--- config.mk ---
export PLATFORM = sky130hd
export DESIGN_NAME = avl_led_csr_agent_flat
export DESIGN_NICKNAME = d
export VERILOG_FILES = /design/src/rtl/avl_led_csr_pkg.sv /design/src/rtl/avl_led_csr_agent_if.sv /design/src/rtl/avl_led_csr_agent_led_blink_timer.sv /design/src/rtl/avl_led_csr_agent.sv /design/src/flat_wrapper.sv
export SDC_FILE = /design/constraint.sdc
export NUM_CORES = 1
export LEC_CHECK = 0
export ABC_CLOCK_PERIOD_IN_PS = 9900
export CORE_UTILIZATION = 40
export CTS_BUF_LIST = sky130_fd_sc_hd__clkbuf_8
export CTS_CLUSTER_SIZE = 8
export DETAILED_ROUTE_END_ITERATION = 12
export PLACE_DENSITY = 0.61
export SETUP_SLACK_MARGIN = 0.02
export SYNTH_ARGS = -nofsm -noshare
export SYNTH_HDL_FRONTEND = slang
export SYNTH_HIERARCHICAL = 1
export SYNTH_SLANG_ARGS = --single-unit
export TNS_END_PERCENT = 30
--- constraint.sdc ---
create_clock -name clk_clk -period 9.9 [get_ports clk_clk]
set_clock_uncertainty 0.1 [all_clocks]
set_input_delay 1.98 -clock clk_clk [delete_from_list [all_inputs] [get_ports clk_clk]]
set_output_delay 1.98 -clock clk_clk [all_outputs]
set_load 0.03 [all_outputs]
--- src/rtl/avl_led_csr_pkg.sv ---
// avl_led_csr_pkg: register addresses, ID default and byte-lane merge helper
// shared by the LED/switch CSR agent.
package avl_led_csr_pkg;

   localparam logic [2:0] ADDR_LED_DATA     = 3'd0;
   localparam logic [2:0] ADDR_BLINK_MASK   = 3'd1;
   localparam logic [2:0] ADDR_BLINK_PERIOD = 3'd2;
   localparam logic [2:0] ADDR_SW_IN        = 3'd3;
   localparam logic [2:0] ADDR_EDGE_CAP     = 3'd4;
   localparam logic [2:0] ADDR_ID           = 3'd5;
   localparam logic [2:0] ADDR_IRQ_MASK     = 3'd6;

   localparam logic [31:0] ID_VALUE_DEFAULT = 32'h1ED5_0001;

   // Replace only the byte lanes whose enable bit is set.
   function automatic logic [31:0] be_merge(input logic [31:0] old_val,
                                            input logic [31:0] wdata,
                                            input logic [3:0]  be);
      logic [31:0] res;
      res = old_val;
      for (int unsigned i = 0; i < 4; i++) begin
         if (be[i]) res[8*i +: 8] = wdata[8*i +: 8];
      end
      return res;
   endfunction

endpackage

--- src/rtl/avl_led_csr_agent_if.sv ---
// avl_led_csr_agent_if: Avalon-MM bus between the HPS initiator and the
// LED CSR agent; member names keep the original avs_* port names.
interface avl_led_csr_agent_if;

   logic [2:0]  avs_address;
   logic        avs_read;
   logic        avs_write;
   logic [31:0] avs_writedata;
   logic [3:0]  avs_byteenable;
   logic [31:0] avs_readdata;
   logic        avs_readdatavalid;
   logic        avs_waitrequest;

   modport master (
      output avs_address, avs_read, avs_write, avs_writedata, avs_byteenable,
      input  avs_readdata, avs_readdatavalid, avs_waitrequest
   );

   modport slave (
      input  avs_address, avs_read, avs_write, avs_writedata, avs_byteenable,
      output avs_readdata, avs_readdatavalid, avs_waitrequest
   );

endinterface

--- src/rtl/avl_led_csr_agent_led_blink_timer.sv ---
// led_blink_timer: period counter and blink phase; a period of zero holds
// the engine idle and any period write restarts it from phase 0.
module led_blink_timer (
   input  logic        clk,
   input  logic        rst,
   input  logic [31:0] period,
   input  logic        period_wr,
   output logic        ph_next
);

   logic [31:0] cnt_q, cnt_d;
   logic        ph_q, ph_d;

   always_comb begin
      cnt_d = cnt_q + 32'd1;
      ph_d  = ph_q;
      if (period_wr || period == '0) begin
         cnt_d = '0;
         ph_d  = 1'b0;
      end else if (cnt_q == period - 32'd1) begin
         cnt_d = '0;
         ph_d  = ~ph_q;
      end
      ph_next = ph_d;
   end

   always_ff @(posedge clk) begin
      if (rst) begin
         cnt_q <= '0;
         ph_q  <= 1'b0;
      end else begin
         cnt_q <= cnt_d;
         ph_q  <= ph_d;
      end
   end

endmodule

--- src/rtl/avl_led_csr_agent.sv ---
// avl_led_csr_agent: Avalon-MM CSR agent driving LEDs with per-bit blink and
// capturing switch rising edges. Define LED_CSR_IRQ_EN for IRQ_MASK and irq.
module avl_led_csr_agent
   import avl_led_csr_pkg::*;
#(
   parameter int unsigned LED_W          = 8,
   parameter int unsigned SW_W           = 4,
   parameter logic [31:0] DEFAULT_PERIOD = 32'd25_000_000,
   parameter logic [31:0] ID_VALUE       = ID_VALUE_DEFAULT
) (
   input  logic               clk_clk,
   input  logic               reset_reset,
   avl_led_csr_agent_if.slave avs,
   input  logic [SW_W-1:0]    sw_in,
   output logic [LED_W-1:0]   led_out
`ifdef LED_CSR_IRQ_EN
   ,
   output logic               irq
`endif
);

   logic [LED_W-1:0] led_data_q, led_data_d;
   logic [LED_W-1:0] blink_mask_q, blink_mask_d;
   logic [31:0]      period_q, period_d;
   logic [SW_W-1:0]  edge_cap_q, edge_cap_d;
   logic [SW_W-1:0]  s1_q, s1_d, s2_q, s2_d, s3_q, s3_d;
   logic [LED_W-1:0] led_out_q, led_out_d;
   logic             rvalid_q, rvalid_d;
   logic [31:0]      rdata_q, rdata_d;
`ifdef LED_CSR_IRQ_EN
   logic [SW_W-1:0]  irq_mask_q, irq_mask_d;
   logic             irq_q, irq_d;
`endif

   logic [31:0]      rd_val, wr_merged, wr_clr;
   logic [SW_W-1:0]  clr_bits;
   logic             period_wr, ph_next;
   logic             unused_bits;

   led_blink_timer u_blink (
      .clk       (clk_clk),
      .rst       (reset_reset),
      .period    (period_q),
      .period_wr (period_wr),
      .ph_next   (ph_next)
   );

   always_comb begin
      rd_val = '0;
      case (avs.avs_address)
         ADDR_LED_DATA:     rd_val = 32'(led_data_q);
         ADDR_BLINK_MASK:   rd_val = 32'(blink_mask_q);
         ADDR_BLINK_PERIOD: rd_val = period_q;
         ADDR_SW_IN:        rd_val = 32'(s2_q);
         ADDR_EDGE_CAP:     rd_val = 32'(edge_cap_q);
         ADDR_ID:           rd_val = ID_VALUE;
`ifdef LED_CSR_IRQ_EN
         ADDR_IRQ_MASK:     rd_val = 32'(irq_mask_q);
`endif
         default:           rd_val = '0;
      endcase

      // rd_val doubles as the old value for the byte-lane merge of a write
      wr_merged = be_merge(rd_val, avs.avs_writedata, avs.avs_byteenable);
      wr_clr    = be_merge('0, avs.avs_writedata, avs.avs_byteenable);

      led_data_d   = led_data_q;
      blink_mask_d = blink_mask_q;
      period_d     = period_q;
      period_wr    = 1'b0;
      clr_bits     = '0;
`ifdef LED_CSR_IRQ_EN
      irq_mask_d   = irq_mask_q;
`endif
      if (avs.avs_write) begin
         case (avs.avs_address)
            ADDR_LED_DATA:   led_data_d   = wr_merged[LED_W-1:0];
            ADDR_BLINK_MASK: blink_mask_d = wr_merged[LED_W-1:0];
            ADDR_BLINK_PERIOD: begin
               period_d  = wr_merged;
               period_wr = |avs.avs_byteenable;
            end
            ADDR_EDGE_CAP:   clr_bits     = wr_clr[SW_W-1:0];
`ifdef LED_CSR_IRQ_EN
            ADDR_IRQ_MASK:   irq_mask_d   = wr_merged[SW_W-1:0];
`endif
            default: ;
         endcase
      end

      s1_d = sw_in;
      s2_d = s1_q;
      s3_d = s2_q;
      // set after clear so a coincident rising edge wins
      edge_cap_d = (edge_cap_q & ~clr_bits) | (s2_q & ~s3_q);

      led_out_d = led_data_d ^ (blink_mask_d & {LED_W{ph_next}});

      rvalid_d = avs.avs_read & ~avs.avs_write;
      rdata_d  = rvalid_d ? rd_val : '0;
`ifdef LED_CSR_IRQ_EN
      irq_d    = |(edge_cap_q & irq_mask_q);
`endif
   end

   assign unused_bits = ^{wr_merged, wr_clr};

   always_ff @(posedge clk_clk) begin
      if (reset_reset) begin
         led_data_q   <= '0;
         blink_mask_q <= '0;
         period_q     <= DEFAULT_PERIOD;
         edge_cap_q   <= '0;
         s1_q         <= '0;
         s2_q         <= '0;
         s3_q         <= '0;
         led_out_q    <= '0;
         rvalid_q     <= 1'b0;
         rdata_q      <= '0;
`ifdef LED_CSR_IRQ_EN
         irq_mask_q   <= '0;
         irq_q        <= 1'b0;
`endif
      end else begin
         led_data_q   <= led_data_d;
         blink_mask_q <= blink_mask_d;
         period_q     <= period_d;
         edge_cap_q   <= edge_cap_d;
         s1_q         <= s1_d;
         s2_q         <= s2_d;
         s3_q         <= s3_d;
         led_out_q    <= led_out_d;
         rvalid_q     <= rvalid_d;
         rdata_q      <= rdata_d;
`ifdef LED_CSR_IRQ_EN
         irq_mask_q   <= irq_mask_d;
         irq_q        <= irq_d;
`endif
      end
   end

   assign led_out               = led_out_q;
   assign avs.avs_readdata      = rdata_q;
   assign avs.avs_readdatavalid = rvalid_q;
   assign avs.avs_waitrequest   = 1'b0;
`ifdef LED_CSR_IRQ_EN
   assign irq                   = irq_q;
`endif

endmodule
--- src/flat_wrapper.sv ---
// flat-port wrapper written by rule: the top's interface ports become plain ports
module avl_led_csr_agent_flat import avl_led_csr_pkg::*;
#(
   parameter int unsigned LED_W          = 8,
   parameter int unsigned SW_W           = 4,
   parameter logic [31:0] DEFAULT_PERIOD = 32'd25_000_000,
   parameter logic [31:0] ID_VALUE       = ID_VALUE_DEFAULT
)
  (clk_clk, reset_reset, sw_in, led_out, avs_avs_address, avs_avs_read, avs_avs_write, avs_avs_writedata, avs_avs_byteenable, avs_avs_readdata, avs_avs_readdatavalid, avs_avs_waitrequest);
  avl_led_csr_agent_if avs_i ();
  input  logic clk_clk;
  input  logic reset_reset;
  input  logic [SW_W-1:0] sw_in;
  output logic [LED_W-1:0] led_out;
  input wire logic [$bits(avs_i.avs_address)-1:0] avs_avs_address;
  input wire logic [$bits(avs_i.avs_read)-1:0] avs_avs_read;
  input wire logic [$bits(avs_i.avs_write)-1:0] avs_avs_write;
  input wire logic [$bits(avs_i.avs_writedata)-1:0] avs_avs_writedata;
  input wire logic [$bits(avs_i.avs_byteenable)-1:0] avs_avs_byteenable;
  output wire logic [$bits(avs_i.avs_readdata)-1:0] avs_avs_readdata;
  output wire logic [$bits(avs_i.avs_readdatavalid)-1:0] avs_avs_readdatavalid;
  output wire logic [$bits(avs_i.avs_waitrequest)-1:0] avs_avs_waitrequest;
  assign avs_i.avs_address = avs_avs_address;
  assign avs_i.avs_read = avs_avs_read;
  assign avs_i.avs_write = avs_avs_write;
  assign avs_i.avs_writedata = avs_avs_writedata;
  assign avs_i.avs_byteenable = avs_avs_byteenable;
  assign avs_avs_readdata = avs_i.avs_readdata;
  assign avs_avs_readdatavalid = avs_i.avs_readdatavalid;
  assign avs_avs_waitrequest = avs_i.avs_waitrequest;
  avl_led_csr_agent #(.LED_W(LED_W), .SW_W(SW_W), .DEFAULT_PERIOD(DEFAULT_PERIOD), .ID_VALUE(ID_VALUE)) u_core (.clk_clk(clk_clk), .reset_reset(reset_reset), .avs(avs_i), .sw_in(sw_in), .led_out(led_out));
endmodule
==> out/qor.yml <==
status: "completed"
grt_util_all_layers: 0.221
clk_latency_ns: 0.47
cts_root_buf: "clkbuf_8"
overflow: 0
io_buffers: 87
maxCapViolations: 0
comb_power_share: 0.089
fin_crit_ns: 5.66
arrival_ns: 5.88
yosysSeqAreaShare: 0.385
numCtsBuffers: 17
syn_inst: 825
nets: 941
antenna_found_initial: 0
hp-start: "u_core/s1_q[1]$_SDFF_PP0_"
syn-num-nets: 874
die_area_mm2: 0.0185
syn_area_mm2: 0.00717
holdBufCountCts: 0
p_sw_frac: 0.260
clkPwrFrac: 0.419
synth_cell_types: 82
grt_pass1_wl_mm: 31.3
fp.dieH_um: 136
hold_path.class: "reg2reg"
start_util: 0.411
area_growth_pct: 19.3
drc: 0
vias_per_cell: 5.51
nFillCells: 1707
vias: 6225
slew-limit-headroom: 0.294
holdPathStages: 1
worst_r2r_path_depth: 15
drt_iter0_drc: 435
synthTopCellsByArea: "dfxtp_1 39%, xnor2_1 5.3%, nand2_1 4.5%, nor3_2 4.3%, a21oi_1 3.4%"
dp_hpwl_mm: 13.6
ys_ff_latch: 138
p_seq_frac: 0.492
synth_enable_flop_cells: 0
core_mm2: 0.0174
power.density_mw_per_mm2: 137
multi_input_area_mm2: 0.00410
synth_top_area_frac: 0.385
grt_max_degree: 52
htree_levels: 4
ios: 89
grt_pass1_vias: 5799
synth_warnings: 6
period_share: 0.572
cts_resized: 0
clkSinkCount: 138
path_class: "in2reg"
synth-main-ff-cell: "dfxtp_1"
worstReg2RegEnd: "u_core/led_out[5]$_SDFF_PP0_"
synth_top_cell_by_area: "dfxtp_1"
synthArstFlopShare: 0
num_antenna_cells: 0
worstPathRequired_ns: 10.12
wl_per_cell_um: 17.3
critPathCaptureType: "register"
rr_startpoint: "u_core/period_q[0]$_SDFFE_PP0P_"
row_count: 48
r2r_slack_ns: 5.00
cts_tree: "built"
hold_violations: 0
cp-start-kind: "primary input"
path_max_fanout: 22
fin_tns_setup_ns: 0
wl_mm: 19.5
worstMarginPinSlew_ns: 1.06
avgSynthCellArea_um2: 8.69
switchingPower_uw: 305
regArea_mm2: 0.00276
holdPathEnd: "u_core/s2_q[1]$_SDFF_PP0_"
vdd_drop_max_v: 0.0000857
clk_path_buf_depth: 2
slew_viol_final: 0
die_x_um: 136
max_freq_ghz: 0.177
setup_ws_ns: 4.24
ant_nets: 0
post-cts-setup-buffers: 0
dpl_worst_slack_ns: 3.79
post_route_cells_drive_above_1_share: 0.114
routabilityCongestion: 0.845
rsz0062_at_grt: "false"
p_int_uw: 868
p_leak_nw: 2.97
setup_viol: 0
clk_pin_slew_ns: 0.08
dr.pass1.iters: 5
[synth_stat cells (13+ instances only)]
cell type and number:
a211oi_1 13, a21oi_1 49, and2_1 23, and3_1 13
clkbuf_1 23, dfxtp_1 138, inv_1 14, nand2_1 86
nand3_1 38, nand4_1 13, nor2_1 58, nor2b_1 18
nor3_1 20, nor3_2 31, o21ai_0 23, xnor2_1 43
xor2_1 25
[routing by layer]
layer  wire (µm)  global-route usage
met3         941              0.0526
met4         386              0.0765
met1        9340               0.300
met2        8870               0.342
met5           0                   0
[how the worst max path moves through the flow]
stage / start / to / slack, ns / cells after the start
3_5_place_dp: avs_avs_address[1] / u_core/u_blink/cnt_q[9]$_SDFF_PP0_ / 3.79 / 7
2_1_floorplan: avs_avs_address[0] / u_core/led_out[5]$_SDFF_PP0_ / 5.37 / 13
3_3_place_gp: avs_avs_address[1] / u_core/u_blink/cnt_q[9]$_SDFF_PP0_ / 3.95 / 7
6_report: avs_avs_address[1] / u_core/led_out[4]$_SDFF_PP0_ / 4.24 / 11
5_1_grt: avs_avs_address[1] / u_core/led_out[7]$_SDFF_PP0_ / 3.78 / 11
4_1_cts: avs_avs_address[1] / u_core/u_blink/cnt_q[5]$_SDFF_PP0_ / 4.29 / 7
[sequential cells by signal, indices dropped and copies added (netlist names)]
signal,cells
u_core/s3_q,4
u_core/s2_q,4
u_core/u_blink/cnt_q,32
u_core/led_out,8
u_core/u_blink/ph_q,1
u_core/blink_mask_q,8
u_core/period_q,32
u_core/s1_q,4
u_core/avs.avs_readdatavalid,1
u_core/edge_cap_q,4
u_core/avs.avs_readdata,32
u_core/led_data_q,8
[final cells by class]
class	instances	share of cell area
tap	225	0.0329
timing repair buffer	96	0.109
sequential	138	0.323
clock inverter	14	0.0200
clock buffer	18	0.0290
inverter	14	0.00614
multi-input combinational	625	0.480
[power by group through the flow]
| stage | combinational (mW) | clock (mW) | sequential (mW) |
|---|---|---|---|
| 2_1_floorplan | 0.0627 | 0 | 0.590 |
| 3_3_place_gp | 0.104 | 0 | 0.590 |
| 3_5_place_dp | 0.104 | 0 | 0.590 |
| 4_1_cts | 0.104 | 0.505 | 0.577 |
| 5_1_grt | 0.114 | 0.531 | 0.579 |
| 6_report | 0.104 | 0.491 | 0.577 |
[metrics by stage]
stage	cells	utilization	cell area, µm²	power, mW	hold slack, ns
6_report	1130	0.491	8550	1.17	0.336
5_1_grt	1130	0.491	8550	1.22	0.355
4_1_cts	1130	0.491	8550	1.19	0.342
3_5_place_dp	1098	0.467	8130	0.694	0.322
3_3_place_gp	1098	0.467	8130	0.694	0.315
2_1_floorplan	825	-	7170	0.652	0.314
[worst max-delay path, cell delays in order]
cell and delay (ns):
clkdlybuf4s50_1 1.01, nor3b_1 0.93, nand2_1 0.64, nor2_1 0.25, a31o_2 0.13, a21oi_1 0.04, buf_4 0.21, inv_1 0.15
a21boi_0 0.20, nor3_1 0.24, a2111oi_1 0.08
[cells by family after synthesis]
kind of cell / synth area share
fa+ha+maj: 0.00349
mux: 0.0248
xor+xnor: 0.0831
simple gates: 0.312
flops: 0.385
buf+inv: 0.0429
compound gates: 0.147
other cells: 0.000523
[placed cells by master, fill, tap and decap left out, drive strengths merged, types with 13 or more instances in the layout]
| cell type | instances |
|---|---|
| or3 | 14 |
| a21oi | 49 |
| clkdlybuf4s50 | 86 |
| dfxtp | 138 |
| nor2b | 18 |
| nor3 | 51 |
| nand2 | 86 |
| a211oi | 14 |
| nand3 | 38 |
| xor2 | 25 |
| inv | 18 |
| o21ai | 23 |
| clkbuf | 18 |
| nand4 | 13 |
| and2 | 24 |
| xnor2 | 43 |
| nor4 | 15 |
| and3 | 13 |
| nor2 | 58 |
Power figures use the tool's default switching activity.
